### src/rtl/wisc_mem_pkg.sv
// wisc_mem_pkg: shared FSM state type and default sizing for the data-memory controller
package wisc_mem_pkg;
  typedef enum logic [1:0] {IDLE, BUSY, DONE} state_t;
  localparam int DEF_DATA_W  = 16;
  localparam int DEF_ADDR_W  = 16;
  localparam int DEF_LATENCY = 4;
endpackage

### src/rtl/lat_counter.sv
// lat_counter: loadable down-counter that holds at zero and flags it
module lat_counter #(
  parameter int W = 2
) (
  input  logic         clk,
  input  logic         rst_n,
  input  logic         i_load,
  input  logic         i_dec,
  input  logic [W-1:0] i_load_val,
  output logic         o_zero
);
  logic [W-1:0] r_count;
  // load takes priority over decrement; the count never wraps below zero
  always_ff @(posedge clk)
    if (!rst_n) r_count <= '0;
    else if (i_load) r_count <= i_load_val;
    else if (i_dec && r_count != '0) r_count <= r_count - 1'b1;
  assign o_zero = r_count == '0;
endmodule

### src/rtl/data_mem_controller.sv
// data_mem_controller: multi-cycle data-memory access sequencer that stalls the pipeline
module data_mem_controller
  import wisc_mem_pkg::*;
#(
  parameter int DATA_W  = DEF_DATA_W,
  parameter int ADDR_W  = DEF_ADDR_W,
  parameter int LATENCY = DEF_LATENCY
) (
  input  logic              clk,
  input  logic              rst_n,
  input  logic              data_mem_access,
  input  logic              mem_we_req,
  input  logic [ADDR_W-1:0] mem_addr_req,
  input  logic [DATA_W-1:0] mem_wdata_req,
  output logic              stall,
  output logic              done,
  output logic [DATA_W-1:0] rdata,
  output logic              mem_en,
  output logic              mem_we,
  output logic [ADDR_W-1:0] mem_addr,
  output logic [DATA_W-1:0] mem_wdata,
  input  logic [DATA_W-1:0] mem_rdata
);
  localparam int CNT_W = (LATENCY > 1) ? $clog2(LATENCY) : 1;
  state_t            r_state;
  logic              r_we;
  logic [ADDR_W-1:0] r_addr;
  logic [DATA_W-1:0] r_wdata;
  logic [DATA_W-1:0] r_rdata;
  logic              r_done;
  logic              w_accept;
  logic              w_busy;
  logic              w_zero;
  assign w_busy   = r_state == BUSY;
  assign w_accept = r_state == IDLE && data_mem_access;
  lat_counter #(.W(CNT_W)) u_cnt (
    .clk        (clk),
    .rst_n      (rst_n),
    .i_load     (w_accept),
    .i_dec      (w_busy),
    .i_load_val (CNT_W'(LATENCY - 1)),
    .o_zero     (w_zero)
  );
  assign stall     = rst_n && (w_accept || w_busy);
  assign mem_en    = rst_n && w_busy;
  assign mem_we    = mem_en && r_we;
  assign mem_addr  = r_addr;
  assign mem_wdata = r_wdata;
  assign rdata     = r_rdata;
  assign done      = r_done;
  // request latch, access sequencing and load-data capture
  always_ff @(posedge clk)
    if (!rst_n) begin
      r_state <= IDLE;
      r_we    <= 1'b0;
      r_addr  <= '0;
      r_wdata <= '0;
      r_rdata <= '0;
      r_done  <= 1'b0;
    end else begin
      case (r_state)
        IDLE: if (data_mem_access) begin
          r_state <= BUSY;
          r_we    <= mem_we_req;
          r_addr  <= mem_addr_req;
          r_wdata <= mem_wdata_req;
        end
        BUSY: if (w_zero) begin
          r_state <= DONE;
          r_done  <= 1'b1;
          if (!r_we) r_rdata <= mem_rdata;
        end
        default: begin
          r_state <= IDLE;
          r_done  <= 1'b0;
        end
      endcase
    end
endmodule

### config.mk
export PLATFORM = sky130hd
export DESIGN_NAME = data_mem_controller
export DESIGN_NICKNAME = d
export VERILOG_FILES = /design/src/rtl/wisc_mem_pkg.sv /design/src/rtl/lat_counter.sv /design/src/rtl/data_mem_controller.sv
export SDC_FILE = /design/constraint.sdc
export NUM_CORES = 1
export LEC_CHECK = 0
export ABC_AREA = 0
export CAP_MARGIN = 10
export CORE_ASPECT_RATIO = 2
export CORE_UTILIZATION = 40
export DETAILED_ROUTE_END_ITERATION = 10
export GPL_TIMING_DRIVEN = 1
export HOLD_SLACK_MARGIN = 0.05
export PLACE_DENSITY = 0.78
export SYNTH_ARGS = -nofsm -noshare
export SYNTH_HDL_FRONTEND = slang
export SYNTH_HIERARCHICAL = 1
export SYNTH_SLANG_ARGS = --single-unit
### constraint.sdc
create_clock -name clk -period 2.5 [get_ports clk]
set_input_delay 0.75 -clock clk [delete_from_list [all_inputs] [get_ports clk]]
set_output_delay 0.75 -clock clk [all_outputs]
set_load 0.01 [all_outputs]
After elaboration in Yosys (flattened, before gate mapping)
Index checks and enable logic that the tools add are counted.
{"block": "totals", "regBits": 54, "inputBits": 52, "output_inout_bits": 52}
{"block": "op_classes", "add_sub_neg": 1, "n_eq_ne": 3, "n_mux": 7, "bitwise_logic": 2, "reduce_logical": 14}
{"cell": "two-way mux 2 bit", "n": 4}
{"cell": "AND reduction 2 bit", "n": 3}
{"cell": "logical AND 1 bit", "n": 5}
{"cell": "zero test 2 bit", "n": 2}
{"cell": "inequality test 2 bit, second input constant", "n": 2}
{"cell": "one-hot mux 2 bit (2 select lines)", "n": 1}
{"cell": "nonzero test 2 bit", "n": 2}
{"cell": "AND reduction 3 bit", "n": 1}
{"cell": "equality test 2 x 1 -> 1 bit, second input constant", "n": 1}
{"cell": "inverter 1 bit", "n": 2}
{"cell": "one-hot mux 1 bit (2 select lines)", "n": 1}
{"cell": "subtractor 2 x 1 -> 2 bit, second input constant", "n": 1}
{"cell": "logical OR 1 bit", "n": 1}
{"cell": "two-way mux 1 bit", "n": 1}

Depth between registers and ports, before layout
{"block": "depth", "ltp_word": 4, "mapped_depth": 6, "mapped_depth_nobuf": 5}

By module
The synthesis kept the hierarchy.
{"mod": "data_mem_controller", "n_inst": 1, "cells_per_inst": 229, "area_each_um2": 2124.5, "seq_area_each_um2": 1041.0}
{"mod": "lat_counter", "n_inst": 1, "cells_per_inst": 14, "area_each_um2": 122.6, "seq_area_each_um2": 40.0}

Worst setup path before layout
No wires, ideal clock.
{"block": "synth_path", "path_type": "input -> output", "from": "input port data_mem_access", "to": "output port stall", "t_arrival_ps": 1479, "required_ps": 1750, "setup_slack_ps": 271, "path_stages": 4, "path_cell_list": "nor3b_1 > clkbuf_4 > buf_8 > o21a_1"}
{"block": "synth_between", "elab_chain_cells": 3}
{"element": "start: declaration", "line_no": "data_mem_controller.sv:11", "text": "input logic data_mem_access,"}
{"element": "logical AND 1 bit", "line_no": "data_mem_controller.sv:35", "text": "assign w_accept = r_state == IDLE && data_mem_access;"}
{"element": "named net w_accept", "line_no": "data_mem_controller.sv:31", "text": "logic w_accept;"}
{"element": "logical OR 1 bit", "line_no": "data_mem_controller.sv:44", "text": "assign stall = rst_n && (w_accept || w_busy);"}
{"element": "logical AND 1 bit", "line_no": "data_mem_controller.sv:44"}
{"element": "end: declaration", "line_no": "data_mem_controller.sv:15", "text": "output logic stall,"}
The timed path passes the listed nets, and every way through them passes these cells.

Final worst setup path
{"block": "layout_path", "from": "input port data_mem_access", "to": "output port stall"}
{"block": "layout_between", "elab_chain_cells": 3}
{"element": "logical AND 1 bit", "line_no": "data_mem_controller.sv:35"}
{"element": "logical OR 1 bit", "line_no": "data_mem_controller.sv:44"}
{"element": "logical AND 1 bit", "line_no": "data_mem_controller.sv:44"}
No other way between the ends.

==> results by group <==
Timing
  – Number of endpoints failing setup at the final stage: 0
  – Final period utilization: 98.04%
  – Final Hold Slack: 0.4576 ns
  – Highest clock rate: 408.0 MHz
  – Unrepaired setup endpoints after global routing: yes
  – Pins Over Slew Limit: 0
  – Setup tns final: 0 ns
  – Hold Fails Final Rpt: 0
  – Final worst slack: 0.04899 ns
  – Worst Tran Pin Value: 0.5736 ns
  – Final min period: 2.451 ns
  – Clock Skew: 0.004539 ns
  – Relative slew slack: 61.76%

Setup path
  – Data required time of the worst path: 1.75 ns
  – Endpoint of the worst setup timing path: stall
  – Startpoint of the worst setup timing path: data_mem_access
  – Kind of critical path: in -> out
  – Crit path arrival time: 1.70 ns
  – Worst R2R Setup Slack: 0.83 ns
  – Cell depth of the worst flop-to-flop path: 6
  – Kind of launch point of the worst setup path: input port
  – Max Fanout on Critical Path: 2
  – Nature of the critical path endpoint: output port
  – Endpoint of the worst-slack reg-to-reg timing path: u_cnt/r_count[1]$_SDFFE_PN0P_
  – Reg2Reg Launch Point: r_state[0]$_SDFFE_PN0P_

Pwr
  – Power Dens Cells: 547.7 nW/µm²
  – Highest ir drop seen on vdd: 499.4 µV
  – Leakage power of the design: 1.326 nW

Die
  – Boundary pin count: 104
  – Die outline height: 108 µm
  – Core area: 5420 µm²
  – Die Width: 55 µm
  – Starting density of the core: 41.46%
  – Num rows: 38
  – Area of the die: 5940 µm²

Cells and area
  – Antenna diodes: 0
  – Layout cells sized above 1: 4.678%
  – Number of nets at the end of the flow: 395
  – Post-synthesis to final-layout area growth: 48.39%
  – Final cell utilization of the core: 61.52%

Drt
  – DRC marker count from the first detailed-route iteration: 32
  – Number of iterations in the first detailed-routing pass: 5
  – Wirelength per Cell: 12.09 µm
  – DRC violation count after routing: 0
  – Number of vias per cell after detailed routing: 4.729
  – Number of antenna-violating nets in the routed design: 0
  – Number of vias after detailed routing: 1901
  – Drt total wl: 4860 µm

CTS
  – Cts hold-fix bufs: 0
  – Cts bufs inserted: 5
  – Clock-pin slew of the registers on the worst-case setup and hold paths: 0.08 ns
  – CTS tree: built
  – CTS sink count: 54
  – H-tree depth: 2
  – Clk root buf: sky130_fd_sc_hd__clkbuf_8
  – CTS max path bufs: 2
  – Clock Latency Late Sink: 0.29 ns

Logic synthesis
  – Top cells by count, synth: 99 x sky130_fd_sc_hd__nand2_1, 54 x sky130_fd_sc_hd__dfxtp_1, 49 x sky130_fd_sc_hd__mux2i_1
  – Count of mapped cells out of synthesis: 243
  – Share of flip-flops with an asynchronous set or reset: 0%
  – EDFF count, synth: 0
  – Area share of the largest cell type after synthesis: 48.11%
  – Average instance area after synthesis: 9.248 µm²
  – Cell taking the most area after synthesis: sky130_fd_sc_hd__dfxtp_1
  – Most area-consuming cells after synthesis: sky130_fd_sc_hd__dfxtp_1 48%, sky130_fd_sc_hd__mux2i_1 22%, sky130_fd_sc_hd__nand2_1 17%, sky130_fd_sc_hd__buf_8 2.0%, sky130_fd_sc_hd__buf_2 1.8%
  – Synth warnings: 6
  – Post-synthesis instance area: 2247 µm²
  – Unique masters post-synth: 25
  – Sequential fraction of the synthesis area: 48.11%
  – Most frequent cell after synthesis: sky130_fd_sc_hd__nand2_1
  – Most used flip-flop cell after synthesis: sky130_fd_sc_hd__dfxtp_1
  – #FFs+latches synth: 54

Global routing
  – Initial antenna violation count: 0
  – Vias in the first global route: 1805
  – Pin count of the biggest net entering global routing: 55
  – Global-route total usage across every layer: 16.81%
  – Overall overflow remaining after global route: 0
  – Wire length of the first global-routing pass: 7410 µm

Placement
  – Port Buffer Count: 103
  – Final Wtd Congestion: 0.7490
  – HPWL after DPL: 3525 µm
  – Post-place setup slack: -0.3242 ns

Min path
  – Path category of the worst min-delay check: reg -> reg
  – Startpoint of the tightest hold check path: rdata[12]$_SDFFE_PN0P_

Flow run
  – Max-Cap Viols: 0

Run status
  – Run status: finished clean
[worst max-delay path, stage by stage]
cell and delay, ns:
sky130_fd_sc_hd__clkdlybuf4s50_1 0.46, sky130_fd_sc_hd__nor3b_2 0.21, sky130_fd_sc_hd__o21a_1 0.15, sky130_fd_sc_hd__buf_2 0.14
[cell usage in the layout, fill, tap and decap left out]
master / count
sky130_fd_sc_hd__clkdlybuf4s50_1: 101
sky130_fd_sc_hd__nand2_1: 99
sky130_fd_sc_hd__dfxtp_1: 54
sky130_fd_sc_hd__mux2i_1: 49
sky130_fd_sc_hd__buf_4: 6
sky130_fd_sc_hd__clkbuf_8: 5
sky130_fd_sc_hd__inv_1: 3
sky130_fd_sc_hd__and3_1: 2
sky130_fd_sc_hd__o21a_1: 2
sky130_fd_sc_hd__a21oi_1: 2
sky130_fd_sc_hd__nor3b_1: 2
sky130_fd_sc_hd__clkbuf_1: 2
sky130_fd_sc_hd__buf_2: 2
sky130_fd_sc_hd__conb_1: 2
sky130_fd_sc_hd__nor3b_2: 1
sky130_fd_sc_hd__and2b_2: 1
sky130_fd_sc_hd__and2_1: 1
sky130_fd_sc_hd__and4bb_1: 1
sky130_fd_sc_hd__nor2b_4: 1
sky130_fd_sc_hd__xnor2_1: 1
sky130_fd_sc_hd__o21ai_0: 1
sky130_fd_sc_hd__nand3b_1: 1
sky130_fd_sc_hd__o211ai_1: 1
sky130_fd_sc_hd__a21boi_1: 1
sky130_fd_sc_hd__ha_1: 1
[layout make-up]
class | instances | area (µm²)
inverters | 3 | 11.26
fillers | 515 | 2086
well taps | 60 | 75.07
repair buffers | 109 | 1066
clock buffers | 7 | 76.32
flip-flops and latches | 54 | 1081
multi-input cells | 169 | 1025
[worst min path at each step]
stage	slack [ns]	depth (start not counted)	end
final	0.46	2	rdata[12]$_SDFFE_PN0P_
after global routing	0.48	2	mem_addr[8]$_SDFFE_PN0P_
after CTS	0.46	2	rdata[8]$_SDFFE_PN0P_
after detailed placement	0.45	2	rdata[13]$_SDFFE_PN0P_
after global placement	0.44	2	mem_addr[14]$_SDFFE_PN0P_
after floorplan	0.44	2	r_we$_SDFFE_PN0P_
[registers in the layout, indices dropped and copies added (netlist names)]
name	cells
done	1
mem_addr	16
mem_wdata	16
r_state	2
r_we	1
rdata	16
u_cnt/r_count	2
[power by group]
part	internal (mW)	switching, mW	leakage (nW)
clock	0.194	0.255	0.0383
combinational	0.249	0.171	0.845
sequential	0.924	0.0340	0.443
total	1.37	0.459	1.33
[cells by family (layout without fill, tap and decap cells)]
| group | Yosys count | count (layout) | share of synthesized area [%] |
|---|---|---|---|
| simple gates | 109 | 109 | 20.27 |
| flops | 54 | 54 | 48.11 |
| mux | 49 | 49 | 21.83 |
| buf+inv | 21 | 119 | 6.681 |
| compound gates | 7 | 7 | 2.004 |
| fa+ha+maj | 1 | 1 | 0.5567 |
| other cells | 1 | 2 | 0.1669 |
| xor+xnor | 1 | 1 | 0.3898 |
[through the flow]
stage / instance area [µm²] / cells / power [mW]
floorplan: 2251 / 244 / 1.194
global placement: 3256 / 394 / 1.392
detailed placement: 3256 / 394 / 1.400
CTS: 3334 / 402 / 1.860
global route: 3334 / 402 / 1.933
finish: 3334 / 402 / 1.826
[routing by layer]
| metal | track usage, % | vias up | wire, µm |
|---|---|---|---|
| met5 | 0 | - | 0 |
| met2 | 30.55 | 68 | 2574 |
| met3 | 3.657 | 10 | 307 |
| li1 | - | 972 | - |
| met1 | 16.46 | 851 | 1858 |
| met4 | 8.571 | 0 | 119 |
[timing repair]
item,in CTS,in global routing
gates resized for setup,4,0
setup buffers,1,0
pin swaps,0,0
setup endpoints to repair,1,1
No activity file was read; power rests on OpenSTA's default activity.
